$ cat config.mk
export PLATFORM = sky130hd
export DESIGN_NAME = i_instr_encoder_flat
export DESIGN_NICKNAME = d
export VERILOG_FILES = /design/src/rtl/i_instr_encoder_pkg.sv /design/src/rtl/i_instr_encoder_if.sv /design/src/rtl/i_instr_encoder_pack.sv /design/src/rtl/i_instr_encoder.sv /design/src/flat_wrapper.sv
export SDC_FILE = /design/constraint.sdc
export NUM_CORES = 1
export LEC_CHECK = 0
export CORE_AREA = 2 2 93 95
export CTS_CLUSTER_DIAMETER = 200
export DETAILED_ROUTE_END_ITERATION = 10
export DIE_AREA = 0 0 95 97
export GPL_ROUTABILITY_DRIVEN = 0
export MAX_ROUTING_LAYER = met4
export PLACE_DENSITY = 0.75
export SETUP_SLACK_MARGIN = 0.2
export SKIP_LAST_GASP = 1
export SLEW_MARGIN = 20
export SYNTH_ARGS = -nofsm -noshare
export SYNTH_HDL_FRONTEND = slang
export SYNTH_SLANG_ARGS = --single-unit
$ cat constraint.sdc
create_clock -name clk -period 1.8 [get_ports clk]
set_input_delay 0.27 -clock clk [delete_from_list [all_inputs] [get_ports clk]]
set_output_delay 0.27 -clock clk [all_outputs]
set_load 0.05 [all_outputs]
$ cat src/rtl/i_instr_encoder_pkg.sv
// i_instr_encoder_pkg
// Shared constants and types for the I-type instruction encoder:
//   - 7-bit major opcodes for the three I-type classes we emit
//   - the canonical NOP (addi x0,x0,0) substituted for illegal bundles
//   - the 2-bit in_op encoding used on the field-bundle input
//   - funct3 values that matter for legality and shift handling
//   - a helper that tells whether a 32-bit value fits a signed 12-bit field
package i_instr_encoder_pkg;

    localparam logic [6:0]  OPC_OP_IMM = 7'h13;
    localparam logic [6:0]  OPC_LOAD   = 7'h03;
    localparam logic [6:0]  OPC_JALR   = 7'h67;

    localparam logic [31:0] NOP_WORD   = 32'h0000_0013;

    localparam logic [6:0]  FUNCT7_SRA = 7'b0100000;

    localparam logic [2:0]  F3_SLL     = 3'b001;
    localparam logic [2:0]  F3_SRL_SRA = 3'b101;

    typedef enum logic [1:0] {
        IN_OP_IMM  = 2'b00,
        IN_OP_LOAD = 2'b01,
        IN_OP_JALR = 2'b10,
        IN_OP_RSVD = 2'b11
    } in_op_e;

    // A value fits signed 12 bits when bits 31..11 are all copies of the sign.
    function automatic logic imm_fits12(input logic [31:0] imm);
        return (&imm[31:11]) | ~(|imm[31:11]);
    endfunction

endpackage

$ cat src/rtl/i_instr_encoder_if.sv
// i_instr_encoder_if
// Bundles the field-input stream, the word-output stream and the
// start/error side-band of the I-type encoder.
//   master : the program loader / self-test generator side
//   slave  : the encoder itself
// Ports of the bundle:
//   start                         restart pulse (address reload, error clear)
//   in_valid/in_ready             field-bundle handshake
//   in_op, in_funct3, in_arith,
//   in_rd, in_rs1, in_imm         instruction fields
//   out_valid/out_ready           word handshake
//   out_word, out_addr, out_err   encoded word, its address, NOP-substituted flag
//   err_sticky, err_count         error summary since reset/start
interface i_instr_encoder_if #(
    parameter int ADDR_W = 32
);
    logic              start;
    logic              in_valid;
    logic              in_ready;
    logic [1:0]        in_op;
    logic [2:0]        in_funct3;
    logic              in_arith;
    logic [4:0]        in_rd;
    logic [4:0]        in_rs1;
    logic [31:0]       in_imm;
    logic              out_valid;
    logic              out_ready;
    logic [31:0]       out_word;
    logic [ADDR_W-1:0] out_addr;
    logic              out_err;
    logic              err_sticky;
    logic [7:0]        err_count;

    modport master (
        output start, in_valid, in_op, in_funct3, in_arith, in_rd, in_rs1, in_imm,
        output out_ready,
        input  in_ready, out_valid, out_word, out_addr, out_err, err_sticky, err_count
    );

    modport slave (
        input  start, in_valid, in_op, in_funct3, in_arith, in_rd, in_rs1, in_imm,
        input  out_ready,
        output in_ready, out_valid, out_word, out_addr, out_err, err_sticky, err_count
    );
endinterface

$ cat src/rtl/i_instr_encoder_pack.sv
// i_instr_pack
// Purely combinational packer: turns one I-type field bundle into a 32-bit
// instruction word and flags bundles that cannot be encoded legally.
// Ports:
//   op, funct3, arith, rd, rs1, imm   field bundle (arith only matters for
//                                     OP-IMM funct3=101, selecting SRAI)
//   word                              encoded word, NOP_WORD when err=1
//   err                               bundle was illegal
module i_instr_pack
    import i_instr_encoder_pkg::*;
(
    input  in_op_e      op,
    input  logic [2:0]  funct3,
    input  logic        arith,
    input  logic [4:0]  rd,
    input  logic [4:0]  rs1,
    input  logic [31:0] imm,
    output logic [31:0] word,
    output logic        err
);

    logic [6:0]  opcode;
    logic [11:0] imm12;
    logic        is_shift;
    logic        imm_ok;
    logic        shamt_ok;

    assign is_shift = (funct3 == F3_SLL) || (funct3 == F3_SRL_SRA);
    assign imm_ok   = imm_fits12(imm);
    assign shamt_ok = (imm[31:5] == '0);

    always_comb begin
        opcode = OPC_OP_IMM;
        imm12  = imm[11:0];
        err    = 1'b0;
        unique case (op)
            IN_OP_IMM: begin
                opcode = OPC_OP_IMM;
                if (is_shift) begin
                    // Shift immediates are {funct7, shamt}; only SRAI sets funct7.
                    imm12 = {((funct3 == F3_SRL_SRA) && arith) ? FUNCT7_SRA : 7'b0, imm[4:0]};
                    err   = !shamt_ok;
                end else begin
                    err   = !imm_ok;
                end
            end
            IN_OP_LOAD: begin
                opcode = OPC_LOAD;
                // LD/LWU/... do not exist in RV32I: funct3 011, 110, 111 are illegal.
                err    = !imm_ok || (funct3 == 3'b011) || (funct3 == 3'b110) || (funct3 == 3'b111);
            end
            IN_OP_JALR: begin
                opcode = OPC_JALR;
                err    = !imm_ok || (funct3 != 3'b000);
            end
            IN_OP_RSVD: begin
                err    = 1'b1;
            end
        endcase
    end

    assign word = err ? NOP_WORD : {imm12, rs1, funct3, rd, opcode};

endmodule

$ cat src/rtl/i_instr_encoder.sv
// i_instr_encoder
// Streaming I-type encoder with a one-entry registered output stage, a
// sequential write-address counter and sticky/counted error reporting.
// Ports:
//   clk   rising-edge clock
//   rst   synchronous active-high reset
//   bus   i_instr_encoder_if.slave: field input stream, word output stream,
//         start pulse and error summary
// Parameters:
//   ADDR_W     width of out_addr
//   BASE_ADDR  address of the first word after reset or start
//   ADDR_STEP  address increment per emitted word
module i_instr_encoder
    import i_instr_encoder_pkg::*;
#(
    parameter int                ADDR_W    = 32,
    parameter logic [ADDR_W-1:0] BASE_ADDR = '0,
    parameter int                ADDR_STEP = 4
) (
    input  logic                clk,
    input  logic                rst,
    i_instr_encoder_if.slave    bus
);

    logic              out_valid_q,  out_valid_d;
    logic [31:0]       out_word_q,   out_word_d;
    logic              out_err_q,    out_err_d;
    logic [ADDR_W-1:0] addr_q,       addr_d;
    logic              err_sticky_q, err_sticky_d;
    logic [7:0]        err_count_q,  err_count_d;

    logic [31:0]       pack_word;
    logic              pack_err;
    logic              in_ready;
    logic              accept;
    logic              out_fire;

    i_instr_pack u_pack (
        .op     (in_op_e'(bus.in_op)),
        .funct3 (bus.in_funct3),
        .arith  (bus.in_arith),
        .rd     (bus.in_rd),
        .rs1    (bus.in_rs1),
        .imm    (bus.in_imm),
        .word   (pack_word),
        .err    (pack_err)
    );

    // start wins over a same-cycle input, so it blocks acceptance outright.
    assign in_ready = (!out_valid_q || bus.out_ready) && !bus.start;
    assign accept   = bus.in_valid && in_ready;
    assign out_fire = out_valid_q && bus.out_ready;

    // addr_q is always the address of the held (or next) word, so it only
    // moves when a word leaves the output stage.
    always_comb begin
        out_valid_d  = out_valid_q;
        out_word_d   = out_word_q;
        out_err_d    = out_err_q;
        addr_d       = addr_q;
        err_sticky_d = err_sticky_q;
        err_count_d  = err_count_q;

        if (out_fire) begin
            out_valid_d = 1'b0;
            addr_d      = addr_q + ADDR_W'(ADDR_STEP);
        end

        if (accept) begin
            out_valid_d = 1'b1;
            out_word_d  = pack_word;
            out_err_d   = pack_err;
            if (pack_err) begin
                err_sticky_d = 1'b1;
                if (err_count_q != 8'hFF) begin
                    err_count_d = err_count_q + 8'd1;
                end
            end
        end

        if (bus.start) begin
            out_valid_d  = 1'b0;
            addr_d       = BASE_ADDR;
            err_sticky_d = 1'b0;
            err_count_d  = '0;
        end
    end

    always_ff @(posedge clk) begin
        if (rst) begin
            out_valid_q  <= 1'b0;
            out_word_q   <= NOP_WORD;
            out_err_q    <= 1'b0;
            addr_q       <= BASE_ADDR;
            err_sticky_q <= 1'b0;
            err_count_q  <= '0;
        end else begin
            out_valid_q  <= out_valid_d;
            out_word_q   <= out_word_d;
            out_err_q    <= out_err_d;
            addr_q       <= addr_d;
            err_sticky_q <= err_sticky_d;
            err_count_q  <= err_count_d;
        end
    end

    assign bus.in_ready   = in_ready;
    assign bus.out_valid  = out_valid_q;
    assign bus.out_word   = out_word_q;
    assign bus.out_addr   = addr_q;
    assign bus.out_err    = out_err_q;
    assign bus.err_sticky = err_sticky_q;
    assign bus.err_count  = err_count_q;

endmodule

$ cat src/flat_wrapper.sv
// flat-port wrapper written by rule: the top's interface ports become plain ports
module i_instr_encoder_flat import i_instr_encoder_pkg::*;
#(
    parameter int                ADDR_W    = 32,
    parameter logic [ADDR_W-1:0] BASE_ADDR = '0,
    parameter int                ADDR_STEP = 4
)
  (clk, rst, bus_start, bus_in_valid, bus_in_op, bus_in_funct3, bus_in_arith, bus_in_rd, bus_in_rs1, bus_in_imm, bus_out_ready, bus_in_ready, bus_out_valid, bus_out_word, bus_out_addr, bus_out_err, bus_err_sticky, bus_err_count);
  i_instr_encoder_if #(.ADDR_W(ADDR_W)) bus_i ();
  input  logic clk;
  input  logic rst;
  input wire logic [$bits(bus_i.start)-1:0] bus_start;
  input wire logic [$bits(bus_i.in_valid)-1:0] bus_in_valid;
  input wire logic [$bits(bus_i.in_op)-1:0] bus_in_op;
  input wire logic [$bits(bus_i.in_funct3)-1:0] bus_in_funct3;
  input wire logic [$bits(bus_i.in_arith)-1:0] bus_in_arith;
  input wire logic [$bits(bus_i.in_rd)-1:0] bus_in_rd;
  input wire logic [$bits(bus_i.in_rs1)-1:0] bus_in_rs1;
  input wire logic [$bits(bus_i.in_imm)-1:0] bus_in_imm;
  input wire logic [$bits(bus_i.out_ready)-1:0] bus_out_ready;
  output wire logic [$bits(bus_i.in_ready)-1:0] bus_in_ready;
  output wire logic [$bits(bus_i.out_valid)-1:0] bus_out_valid;
  output wire logic [$bits(bus_i.out_word)-1:0] bus_out_word;
  output wire logic [$bits(bus_i.out_addr)-1:0] bus_out_addr;
  output wire logic [$bits(bus_i.out_err)-1:0] bus_out_err;
  output wire logic [$bits(bus_i.err_sticky)-1:0] bus_err_sticky;
  output wire logic [$bits(bus_i.err_count)-1:0] bus_err_count;
  assign bus_i.start = bus_start;
  assign bus_i.in_valid = bus_in_valid;
  assign bus_i.in_op = bus_in_op;
  assign bus_i.in_funct3 = bus_in_funct3;
  assign bus_i.in_arith = bus_in_arith;
  assign bus_i.in_rd = bus_in_rd;
  assign bus_i.in_rs1 = bus_in_rs1;
  assign bus_i.in_imm = bus_in_imm;
  assign bus_i.out_ready = bus_out_ready;
  assign bus_in_ready = bus_i.in_ready;
  assign bus_out_valid = bus_i.out_valid;
  assign bus_out_word = bus_i.out_word;
  assign bus_out_addr = bus_i.out_addr;
  assign bus_out_err = bus_i.out_err;
  assign bus_err_sticky = bus_i.err_sticky;
  assign bus_err_count = bus_i.err_count;
  i_instr_encoder #(.ADDR_W(ADDR_W), .BASE_ADDR(BASE_ADDR), .ADDR_STEP(ADDR_STEP)) u_core (.clk(clk), .rst(rst), .bus(bus_i));
endmodule
==> qor.yml <==
drtIter0Drc: 58
hold_viol: 0
num_vias: 3363
wl_met3_um: 518
place_ws_ns: -0.681
fin_setup_tns_ns: 0
synth.distinct_cells: 42
drc: 0
fin_worst_skew_ns: 0.0137
die_w_um: 95
cts_tree: "yes"
cts_sinks: 68
dieArea_mm2: 0.00922
synth_edf_count: 0
multiInputGateArea_mm2: 0.00201
yosys_warnings: 0
clk_pin_slew_ns: 0.08
ff_latch_area_mm2: 0.00146
fmax_mhz: 569
hpwl_um: 6360
p_per_area_mw_per_mm2: 620
tightest_slew_ns: 0.515
insertion_delay_ns: 0.33
fin_crit_ns: 1.76
setup.worst_path.class: "in -> reg"
ctsLongestPathBuffers: 2
ys.flop_type: "dfxtp_1"
grt_max_degree: 40
grt_pass1_wl_um: 15400
yosysTopAreaCell: "dfxtp_1"
finalWirelength_um: 9760
antenna_found_initial: 1
drive_gt1_share_pct: 39.0
maxSlewViolCount: 0
p_leak_nw: 2.39
postRouteAntennaNets: 0
wire_per_inst_um: 14.6
setup_slack_ns: 0.0420
run_status: "complete, no violations"
fin_nets: 618
syn2layout_area_growth_pct: 76.8
wl_met1_um: 4290
overflow: 0
gr-usage-all-layers_pct: 21.2
rows: 33
wl_met2_um: 4880
holdWs_ns: 0.198
die_h_um: 97
htree_num_levels: 3
endpoint_kind: "flip-flop"
ys_ff_latch: 68
avgSynthCellArea_um2: 8.30
relSlewSlack_pct: 65.8
worstPathMaxFanout: 5
io_pins: 129
fill_cells: 651
ys_seq_area_share_pct: 43.9
port_buffers: 123
start_kind: "input port"
crit_required_ns: 2.01
drt-vias-per-instance: 5.03
finalPower_mw: 3.40
maxCapViolCount: 0
cp.arrival_ns: 1.97
min_path_type: "in -> reg"
cts_made_buffers: 9
finalSetupViolations: 0
yosysTopAreaCellShare_pct: 43.9
fin_util_pct: 67.5
cts_root_buf: "clkbuf_8"
finalCritPeriodShare_pct: 97.7
async_flop_share_pct: 0
fp.coreArea_mm2: 0.00813
syn_area_mm2: 0.00310
syn_inst: 374
grt_pass1_vias: 3293
highest-signal-layer: "met4"
drtPass1Iterations: 4
vdd_drop_max_mv: 0.395
synth.area.top_cells: "dfxtp_1, nand2_1, xor2_1"
initial_core_util_pct: 38.2
rsz0062_at_grt: "true"
-- worst max-delay path: stages --
cell and delay [ns]:
buf_4 0.15, ha_4 0.19, a211o_1 0.31, a21oi_2 0.17
o32a_4 0.19, a211oi_2 0.07, buf_4 0.14, buf_6 0.10
buf_6 0.12, buf_4 0.13, nand3_2 0.06, a21oi_1 0.06
-- placed cells by master, fill, tap and decap left out, types with 10 or more instances in the layout --
cell             count
a21oi_2             28
buf_4               68
buf_6               13
clkbuf_2            13
clkbuf_8            10
clkdlybuf4s50_1     19
dfxtp_1             37
dfxtp_4             24
dlygate4sd2_1       63
nand2_1             60
nand3_1             22
nand4_1             13
nor2_1              38
xor2_1              21
-- routing by layer --
metal	global-route usage, %	up-vias
li1	-	1660
met1	25.8	1580
met2	34.7	115
met3	4.44	8
met4	7.13	0
met5	-	-
-- through the flow --
stage	instances	area (um^2)
final	668	5490
after global routing	668	5490
after CTS	652	5200
after detailed placement	617	4760
after global placement	617	4760
after floorplan	377	3290
-- what timing repair did --
action / in CTS / in global routing
gates cloned: 2 / 0
hold buffers: 0 / 0
resized for setup: 159 / 73
buffers inserted: 17 / 15
setup endpoints to repair: 112 / 52
pin swaps: 35 / 21
-- cells in the mapped netlist (all sizes together), types with 2 or more instances --
cell type  instances
nor3               7
nand2             60
conb               2
and2               2
nor2              40
nand3             26
nand4             14
and4               5
a211oi             2
o211ai             2
buf               12
or2                3
ha                 8
xnor2              6
nor4               7
a211o              2
or4                4
nand2b             2
and3               8
o21ai              7
dfxtp             68
or3                7
xor2              21
clkbuf            10
nor2b              2
a21oi             36
inv                5
-- flip-flops by register name, indices dropped and copies added (netlist names) --
name,flops
u_core.bus.err_count,8
u_core.bus.out_addr,30
u_core.bus.err_sticky,1
u_core.bus.out_valid,1
u_core.bus.out_word,27
u_core.bus.out_err,1
-- power breakdown --
| part | total, mW | internal, mW | switching, mW |
|---|---|---|---|
| clock | 1.27 | 0.683 | 0.588 |
| sequential | 1.52 | 1.50 | 0.0164 |
| combinational | 0.616 | 0.266 | 0.350 |
-- layout make-up --
type                       instances  area share (%)
multi-input combinational        283            36.5
timing repair buffer             190            30.3
sequential                        68            26.6
clock buffer                      11            2.58
tap                              105            2.39
clock inverter                     5            1.07
inverter                           5           0.479
antenna                            1          0.0456
-- cells by family (layout without fill, tap and decap cells) --
group | after synthesis | count (layout) | synth area share, %
XOR/XNOR | 27 | 27 | 7.62
other | 2 | 6 | 0.242
adder cells (fa/ha/maj) | 8 | 8 | 3.22
AND/OR/NAND/NOR | 188 | 188 | 29.9
flip-flops | 68 | 68 | 43.9
AO/OA/AOI/OAI | 54 | 55 | 10.3
buffers and inverters | 27 | 211 | 4.88
-- worst paths after layout --
check | startpoint | endpoint | slack [ns] | depth (start not counted)
worst max-delay path | bus_in_op[1] | u_core.bus.err_count[1] | 0.04 | 12
worst min-delay path | bus_in_imm[8] | u_core.bus.out_word[28] | 0.20 | 3
worst max register to register | u_core.bus.err_count[6] | u_core.bus.err_count[2] | 0.07 | 6
worst min register to register | u_core.bus.out_word[29] | u_core.bus.out_word[29] | 0.46 | 2
Power figures use the tool's default switching activity.
